[src/rtl/ahb_led_sequencer.sv]
// ahb_led_sequencer: AHB-Lite master playing an 8-entry LED pattern into the LED peripheral at a fixed step interval.
// Define LED_SEQ_MASK_EN to precede each pattern write with a mask write of mask_data to BASE_ADDR+4.
module ahb_led_sequencer #(
  parameter logic [31:0] BASE_ADDR = 32'h5000_0000,
  parameter int DEPTH = 8
) (
  input  logic        HCLK,
  input  logic        HRESET,
  output logic [31:0] HADDR,
  output logic [1:0]  HTRANS,
  output logic        HWRITE,
  output logic [2:0]  HSIZE,
  output logic [31:0] HWDATA,
  input  logic        HREADY,
`ifdef LED_SEQ_MASK_EN
  input  logic [7:0]  mask_data,
`endif
  input  logic        pat_we,
  input  logic [2:0]  pat_addr,
  input  logic [7:0]  pat_data,
  input  logic [2:0]  last_idx,
  input  logic [23:0] period,
  input  logic        start,
  input  logic        stop,
  output logic        busy,
  output logic        step_done,
  output logic [2:0]  cur_idx
);
  localparam logic [1:0] NONSEQ = 2'b10;
  localparam logic [1:0] IDLE_TR = 2'b00;
  typedef enum logic [2:0] {
    IDLE, ADDR, DATA, WAIT
`ifdef LED_SEQ_MASK_EN
    , MADDR, MDATA
`endif
  } state_t;
`ifdef LED_SEQ_MASK_EN
  localparam state_t FIRST = MADDR;
  localparam logic [31:0] FIRST_ADDR = BASE_ADDR + 32'd4;
`else
  localparam state_t FIRST = ADDR;
  localparam logic [31:0] FIRST_ADDR = BASE_ADDR;
`endif
  state_t state, state_n;
  logic [7:0] pat_mem [DEPTH];
  logic [2:0] idx, idx_n, last, last_n, cur_n;
  logic [23:0] per, per_n, cnt, cnt_n;
  logic stop_pend, pend_n, hwrite_n, done_n;
  logic [31:0] haddr_n, hwdata_n;
  logic [1:0] htrans_n;
  assign HSIZE = 3'b010;
  assign busy = state != IDLE;
  // table is not reset; a same-cycle write to the entry being fetched yields the old value
  always_ff @(posedge HCLK)
    if (pat_we) pat_mem[pat_addr] <= pat_data;
  always_comb begin
    state_n = state;
    idx_n = idx;
    last_n = last;
    per_n = per;
    cnt_n = cnt;
    pend_n = stop_pend;
    haddr_n = HADDR;
    htrans_n = HTRANS;
    hwrite_n = HWRITE;
    hwdata_n = HWDATA;
    done_n = 1'b0;
    cur_n = cur_idx;
    case (state)
      IDLE: if (start && !stop) begin
        state_n = FIRST;
        idx_n = '0;
        last_n = last_idx;
        per_n = period;
        pend_n = 1'b0;
        haddr_n = FIRST_ADDR;
        htrans_n = NONSEQ;
        hwrite_n = 1'b1;
      end
      ADDR: begin
        pend_n = stop_pend | stop;
        if (HREADY) begin
          state_n = DATA;
          htrans_n = IDLE_TR;
          hwrite_n = 1'b0;
          hwdata_n = {24'h0, pat_mem[idx]};
        end
      end
      DATA: begin
        pend_n = stop_pend | stop;
        if (HREADY) begin
          done_n = 1'b1;
          cur_n = idx;
          if (stop_pend || stop) begin
            state_n = IDLE;
            pend_n = 1'b0;
          end else begin
            state_n = WAIT;
            cnt_n = (per == 24'd0) ? 24'd0 : per - 24'd1;
            idx_n = (idx == last) ? 3'd0 : idx + 3'd1;
          end
        end
      end
      WAIT: if (stop) state_n = IDLE;
      else if (cnt == 24'd0) begin
        state_n = FIRST;
        haddr_n = FIRST_ADDR;
        htrans_n = NONSEQ;
        hwrite_n = 1'b1;
      end else cnt_n = cnt - 24'd1;
`ifdef LED_SEQ_MASK_EN
      MADDR: begin
        pend_n = stop_pend | stop;
        if (HREADY) begin
          state_n = MDATA;
          htrans_n = IDLE_TR;
          hwrite_n = 1'b0;
          hwdata_n = {24'h0, mask_data};
        end
      end
      // a stop during the mask write ends the step before the pattern write
      MDATA: begin
        pend_n = stop_pend | stop;
        if (HREADY) begin
          if (stop_pend || stop) begin
            state_n = IDLE;
            pend_n = 1'b0;
          end else begin
            state_n = ADDR;
            haddr_n = BASE_ADDR;
            htrans_n = NONSEQ;
            hwrite_n = 1'b1;
          end
        end
      end
`endif
      default: state_n = IDLE;
    endcase
  end
  always_ff @(posedge HCLK)
    if (HRESET) begin
      state <= IDLE;
      idx <= '0;
      last <= '0;
      per <= '0;
      cnt <= '0;
      stop_pend <= 1'b0;
      HADDR <= '0;
      HTRANS <= IDLE_TR;
      HWRITE <= 1'b0;
      HWDATA <= '0;
      step_done <= 1'b0;
      cur_idx <= '0;
    end else begin
      state <= state_n;
      idx <= idx_n;
      last <= last_n;
      per <= per_n;
      cnt <= cnt_n;
      stop_pend <= pend_n;
      HADDR <= haddr_n;
      HTRANS <= htrans_n;
      HWRITE <= hwrite_n;
      HWDATA <= hwdata_n;
      step_done <= done_n;
      cur_idx <= cur_n;
    end
endmodule
[config.mk]
export PLATFORM = sky130hd
export DESIGN_NAME = ahb_led_sequencer
export DESIGN_NICKNAME = d
export VERILOG_FILES = /design/src/rtl/ahb_led_sequencer.sv
export SDC_FILE = /design/constraint.sdc
export NUM_CORES = 1
export LEC_CHECK = 0
export ABC_CLOCK_PERIOD_IN_PS = 6990
export BUFFER_PORTS_ARGS = -buffer_cell sky130_fd_sc_hd__buf_2
export CAP_MARGIN = 40
export CORE_ASPECT_RATIO = 0.75
export CORE_MARGIN = 10
export CORE_UTILIZATION = 25
export DETAILED_ROUTE_END_ITERATION = 10
export GPL_TIMING_DRIVEN = 0
export MAX_ROUTING_LAYER = met4
export PLACE_DENSITY = 0.48
export SLEW_MARGIN = 20
export SYNTH_ARGS = -nofsm -noshare
export SYNTH_HDL_FRONTEND = slang
export SYNTH_SLANG_ARGS = --single-unit
[constraint.sdc]
create_clock -name HCLK -period 6.99 [get_ports HCLK]
set_clock_uncertainty 0.1 [all_clocks]
set_input_delay 1.0485 -clock HCLK [delete_from_list [all_inputs] [get_ports HCLK]]
set_output_delay 1.0485 -clock HCLK [all_outputs]
set_load 0.01 [all_outputs]
==> key figures, run 1 <==
Clock tree
  – CTS buffer count: 17
  – Post-CTS setup buffers: 0
  – TritonCTS clock tree: yes
  – Clk buf depth: 2
  – Hold-fix buffers, CTS: 0
  – CTS H-tree depth: 4
  – Root buf cell: clkbuf_16
  – Post-CTS resize count: 0
  – # clock sinks: 135
  – Clk slew on worst S/H paths: 0.06 ns
  – Clock latency on the worst-skew pair: 0.41 ns

Logic synthesis
  – Xor and xnor fraction of the mapped netlist area: 0.02842
  – Post-Syn Area: 0.006779 sq mm
  – Ys async rst share: 0
  – Synth Area in Adders: 0.01846
  – Top post-synthesis cells by area: edfxtp_1 28%, dfxtp_1 21%, buf_4 6.6%
  – Synth area leader: edfxtp_1
  – #FFs+latches synth: 135
  – Main combinational cell family by area after synthesis: simple AND/OR/NAND/NOR gates
  – Post-Synth Simple-Gate Area: 0.1739
  – Post-synthesis compound-gate area fraction: 0.1274
  – Sequential area share after synthesis: 0.4932
  – Top cell type's share of synthesized area: 0.2835
  – Post-Syn Area per Cell: 10.06 sq um
  – Syn. warnings: 0
  – Cells after synthesis: 674
  – Yosys cell types: 63
  – Post-synth EDFFs: 64
  – Post-synthesis mux area share: 0.06792
  – Top_reg_cell synth: dfxtp_1

Route
  – Final WL: 19.90 mm
  – Drt pass-1 iters: 5
  – Residual DRC: 0
  – Via/cell ratio: 4.506
  – Via count: 5331
  – DR WL/cell: 16.82 um
  – Antenna Violating Nets Remaining: 0
  – Drt first-iter violations: 396

STA
  – Slew HR: 0.4489
  – RSZ-0062 raised after global routing: no
  – Worst-margin pin slew: 0.8266 ns
  – Setup TNS: 0 ns
  – Final slew viol count: 0
  – Period utilisation layout: 0.4404
  – Final Hold Viols: 0
  – Minimum clock period: 3.079 ns
  – Max Clock Freq: 324.8 MHz
  – Setup violators final: 0
  – Final WS setup: 3.912 ns

Place
  – Placed Cells: 1147
  – Port Buffer Count: 58
  – DP Area: 0.007800 sq mm
  – Post-DP HPWL: 14.87 mm
  – Dpl ws: 3.535 ns
  – Gpl congestion: 0.8631

Floorplan
  – Die height: 162.6 um
  – # IOs: 119
  – Area of the die: 0.03417 sq mm
  – Die width: 210.1 um
  – Core ar.: 0.02687 sq mm
  – # rows: 52
  – Initial Util: 0.2523

Min path
  – Hold Path Class: reg -> reg

Pwr
  – Cell Pwr Density: 320.4 mW/mm^2
  – VDD IR max: 0.0001725 V
  – PnR Total Power: 0.002681 W
  – Lkg Pwr: 3.231 nW

Worst setup path
  – Required time worst endpoint: 7.17 ns
  – CP endpoint kind: flip-flop
  – Crit path launch type: primary input
  – Crit-path max FO: 10
  – Crit path kind: in -> reg
  – Data arrival time of the worst path: 3.26 ns

GRT
  – First-pass GRT wire length: 30.57 mm
  – Vias in the first global route: 5105
  – Gr ovfl total: 0
  – Pin count of the biggest net entering global routing: 17
  – Antenna violations before repair: 1
  – Tot GR Track Use: 0.1189

Finish
  – Most frequent cells in the layout: 99 x nand2_1, 71 x dfxtp_1, 69 x buf_4
  – Fillers: 2812
  – Nets: 872
  – Design Area, Final: 0.008367 sq mm
  – Non-filler instance count after layout: 1183
  – Area Growth Syn to Fin: 23.42%
  – Most common cell after layout, fill and taps aside: nand2_1
  – Fraction of layout cells with a size suffix above 1: 0.2250

Status
  – Outcome: completed

Flow run
  – Total of max-cap violations: 0
-- registers in the layout (all words and copies together) (netlist names) --
register / flops
cur_idx: 3
step_done: 1
stop_pend: 1
HADDR: 1
cnt: 24
last: 3
pat_mem: 64
idx: 3
HWRITE: 1
state: 2
per: 24
HWDATA: 8
-- layout make-up --
class                      count  area (sq um)  area share
tap                          351         439.2     0.05249
clock buffer                  20         436.7     0.05219
timing repair buffer          69         384.1     0.04591
clock inverter                12         105.1     0.01256
sequential                   135          3343      0.3996
antenna                        1         2.502   0.0002991
buffer                        87         555.5     0.06640
inverter                      14         52.55    0.006281
multi-input combinational    494          3048      0.3643
-- through the flow --
stage,util,hold WS [ns]
floorplan,-,0.3440
global route,0.3114,0.3883
CTS,0.3104,0.3568
global placement,0.2873,0.3406
detailed placement,0.2903,0.3485
finish,0.3114,0.3545
-- kinds of logic after synthesis --
family / count (synthesis)
flops: 135
buf+inv: 101
other cells: 2
xor+xnor: 22
fa+ha+maj: 10
simple gates: 242
mux: 26
compound gates: 136
-- final timing paths --
check / depth (start not counted) / startpoint / to / slack, ns
min reg2reg: 2 / cur_idx[1] / cur_idx[1] / 0.35
max reg2reg: 6 / cnt[9] / cnt[1] / 4.02
max: 7 / HREADY / cnt[22] / 3.91
min: 2 / cur_idx[1] / cur_idx[1] / 0.35
-- critical path, cell delays in order --
cell and delay, ns:
clkbuf_1 0.36, nand3b_1 0.18, a21oi_1 0.44, o21ai_1 0.35, or3_1 0.47, o311ai_0 0.29
o31ai_1 0.12
-- cell usage after synthesis, types with 9 or more instances --
library cell  number
nand2_1           99
dfxtp_1           71
edfxtp_1          64
buf_4             60
a21oi_1           55
nor2_1            41
nor3_1            23
clkbuf_1          20
o21ai_0           19
nand3_1           17
mux4_2            16
inv_1             13
xor2_1            13
a211oi_1          12
nor4_1            11
ha_1              10
mux2i_1           10
xnor2_1            9
-- per-layer routing --
layer | global-route usage | wire length [um] | vias to the layer above
li1 | - | - | 2631
met1 | 0.1606 | 9902 | 2503
met2 | 0.1648 | 8292 | 174
met3 | 0.03519 | 1260 | 23
met4 | 0.04172 | 442 | 0
met5 | - | 0 | -
-- power by group --
part           switching, W  internal [W]
combinational      0.000578      0.000324
clock              0.000340      0.000487
sequential        0.0000587      0.000893
total              0.000977       0.00170
(Power assumes the default switching activity.)
==> run 2: changes to the inputs <==
ABC_CLOCK_PERIOD_IN_PS = 2800   (was 6990)
PLACE_DENSITY = 0.49   (was 0.48)
clock period = 2.8 ns   (was 6.99 ns; I/O delays follow)
==> key figures, run 2 (synthesis gave the netlist of run 1 again) <==
Status
  – Outcome: completed (unchanged)

Pwr
  – Psw: 0.002514 W (was 0.0009770 W)
  – Clk network pwr share: 0.319 (was 0.309)
  – VDD IR max: 0.0003389 V (was 0.0001725 V)
  – Internal power: 0.004415 W (was 0.001704 W)
  – Lkg Pwr: 3.264 nW (was 3.231 nW)
  – Sequential power share: 0.343 (was 0.355)
  – Net Sw Frac: 0.3629 (was 0.3645)
  – Cell Pwr Density: 821.9 mW/mm^2 (was 320.4 mW/mm^2)
  – Share of power burned in combinational logic: 0.338 (was 0.336)

Min path
  – Hold Path Class: in -> reg (was reg -> reg)
  – Worst hold stages: 3 (was 2)
  – Min-delay src: last_idx[1] (was cur_idx[1])
  – Hold Path Sink: last[1] (was cur_idx[1])

Clock tree
  – Hold-fix buffers, CTS: 0 (unchanged)
  – CTS buffer count: 17 (unchanged)
  – Clock latency on the worst-skew pair: 0.43 ns (was 0.41 ns)
  – Clk buf depth: 2 (unchanged)
  – TritonCTS clock tree: yes (unchanged)
  – # clock sinks: 135 (unchanged)
  – CTS H-tree depth: 4 (unchanged)
  – Root buf cell: clkbuf_16 (unchanged)
  – Clk slew on worst S/H paths: 0.06 ns (about the same)

STA
  – Period utilisation layout: 0.9552
  – RSZ-0062 raised after global routing: yes (was no)
  – Max Clock Freq: 373.9 MHz
  – Minimum clock period: 2.675 ns
  – Final WS setup: 0.1253 ns (was 3.912 ns)
  – Final slew viol count: 0 (unchanged)
  – Worst-margin pin slew: 0.8305 ns (was 0.8266 ns)
  – Final Hold Viols: 0 (unchanged)
  – Slew HR: 0.4443 (was 0.4489)
  – Setup violators final: 0 (unchanged)

Finish
  – Most frequent cells in the layout: 99 x nand2_1, 71 x dfxtp_1, 71 x buf_4 (was 99 x nand2_1, 71 x dfxtp_1, 69 x buf_4)
  – Design Area, Final: 0.008431 sq mm (was 0.008367 sq mm)
  – Nets: 874 (was 872)
  – Most common cell after layout, fill and taps aside: nand2_1 (unchanged)
  – Largest register FFs: 64 (unchanged)
  – Area Growth Syn to Fin: 24.36% (was 23.42%)
  – Biggest register: pat_mem (unchanged)
  – Largest registers: pat_mem (64), cnt (24), per (24) (unchanged)
  – N_diodes: 0 (was 1)
  – Fraction of layout cells with a size suffix above 1: 0.2368 (was 0.2250)
  – Non-filler instance count after layout: 1183 (unchanged)

Route
  – Via/cell ratio: 4.524 (was 4.506)
  – Via count: 5352 (was 5331)
  – Drt first-iter violations: 434 (was 396)
  – Final WL: 19.39 mm (was 19.90 mm)
  – Residual DRC: 0 (unchanged)
  – DR WL/cell: 16.39 um (was 16.82 um)
  – Drt pass-1 iters: 5 (unchanged)
  – Antenna Violating Nets Remaining: 0 (unchanged)

Place
  – Post-DP HPWL: 14.46 mm (was 14.87 mm)
  – Port Buffer Count: 58 (unchanged)
  – DP Area: 0.007734 sq mm (was 0.007800 sq mm)
  – Gpl congestion: 0.8985 (was 0.8631)
  – Placed Cells: 1140 (was 1147)
  – Dpl ws: -0.06210 ns (was 3.535 ns)

Floorplan
  – Core ar.: 0.02687 sq mm (unchanged)
  – Die width: 210.1 um (unchanged)
  – # rows: 52 (unchanged)
  – # IOs: 119 (unchanged)
  – Initial Util: 0.2523 (unchanged)
  – Die height: 162.6 um (unchanged)
  – Area of the die: 0.03417 sq mm (unchanged)

Worst setup path
  – CP endpoint kind: flip-flop (unchanged)
  – Setup slack, reg-to-reg: 0.13 ns (was 4.02 ns)
  – RR Endpoint: cnt[20] (was cnt[1])
  – Crit path kind: reg -> reg (was in -> reg)
  – Crit path launch type: flip-flop (was primary input)
  – Reg-to-Reg Start: state[0] (was cnt[9])
  – Data arrival time of the worst path: 2.93 ns (was 3.26 ns)
  – Crit-path max FO: 6 (was 10)
  – Required time worst endpoint: 3.05 ns (was 7.17 ns)
  – Worst r2r path cells: 8 (was 6)

GRT
  – Vias in the first global route: 5092 (was 5105)
  – Pin count of the biggest net entering global routing: 17 (unchanged)
  – First-pass GRT wire length: 29.75 mm (was 30.57 mm)
  – Tot GR Track Use: 0.1156 (was 0.1189)
  – Gr ovfl total: 0 (unchanged)
  – Antenna violations before repair: 0 (was 1)

Flow run
  – Total of max-cap violations: 0 (unchanged)
[run 2: cell count changes in the layout (fill, tap and decap cells not counted), moves of 2 or more]
| cell | previous run | this run |
|---|---|---|
| buf_4 | 69 | 71 |
| clkbuf_1 | 23 | 20 |
| inv_6 | 1 | 4 |
| clkinvlp_4 | 4 | 2 |
[run 2: power by group through the flow]
stage	clock network, W	registers, W	logic, W
floorplan	0	0.00239	0.00155
global placement	0	0.00242	0.00216
detailed placement	0	0.00242	0.00217
CTS	0.00225	0.00238	0.00218
global route	0.00235	0.00241	0.00256
finish	0.00221	0.00238	0.00234
[run 2: worst max-delay path by stage]
stage / start / to / slack, ns / depth (start not counted)
after floorplan: per[6] / cnt[18] / 0.28 / 6
after global placement: cnt[5] / cnt[1] / -0.34 / 6
after detailed placement: HREADY / cnt[20] / -0.06 / 7
after CTS: cnt[9] / cnt[1] / 0.03 / 6
after global routing: state[0] / cnt[17] / -0.02 / 8
final: state[0] / cnt[20] / 0.13 / 8
[run 2: routing by layer]
metal | routed length [um] | vias up | track usage
li1 | - | 2642 | -
met1 | 9414 | 2526 | 0.1555
met2 | 8561 | 157 | 0.1665
met3 | 1089 | 27 | 0.02654
met4 | 327 | 0 | 0.04041
met5 | 0 | - | -
[run 2: worst max-delay path, cell delays in order (launching register included)]
cell and delay, ns:
dfxtp_1 0.43, inv_1 0.10, ha_1 0.25, nand2b_1 0.19, a21oi_2 0.31, o21ai_1 0.29, or3_1 0.46, or3_1 0.32
a31oi_1 0.16
[run 2: cell type report]
| cell class | count | area [sq um] |
|---|---|---|
| Buffer | 87 | 555.5 |
| Clock buffer | 17 | 425.4 |
| Multi-Input combinational cell | 494 | 3075 |
| Clock inverter | 14 | 150.1 |
| Sequential cell | 135 | 3343 |
| Timing Repair Buffer | 71 | 389.1 |
| Inverter | 14 | 52.55 |
| Tap cell | 351 | 439.2 |
| Fill cell | 2804 | 18440 |
[run 2: repair_timing]
item                                    4_1_cts  5_1_grt
endpoints found under the hold margin         0        0
endpoints found under the setup margin        0       22
buffers inserted                              0        5
gates resized for setup                       0        6
[run 2: metrics by stage]
| step | total power (W) | hold slack, ns | utilization | setup TNS [ns] |
|---|---|---|---|---|
| 6_report | 0.006929 | 0.1249 | 0.3137 | 0 |
| 5_1_grt | 0.007315 | 0.1190 | 0.3137 | -0.05646 |
| 4_1_cts | 0.006811 | 0.1125 | 0.3092 | 0 |
| 3_5_place_dp | 0.004589 | 0.3478 | 0.2878 | -0.1305 |
| 3_3_place_gp | 0.004585 | 0.3419 | 0.2873 | -3.429 |
| 2_1_floorplan | 0.003944 | 0.3440 | - | 0 |
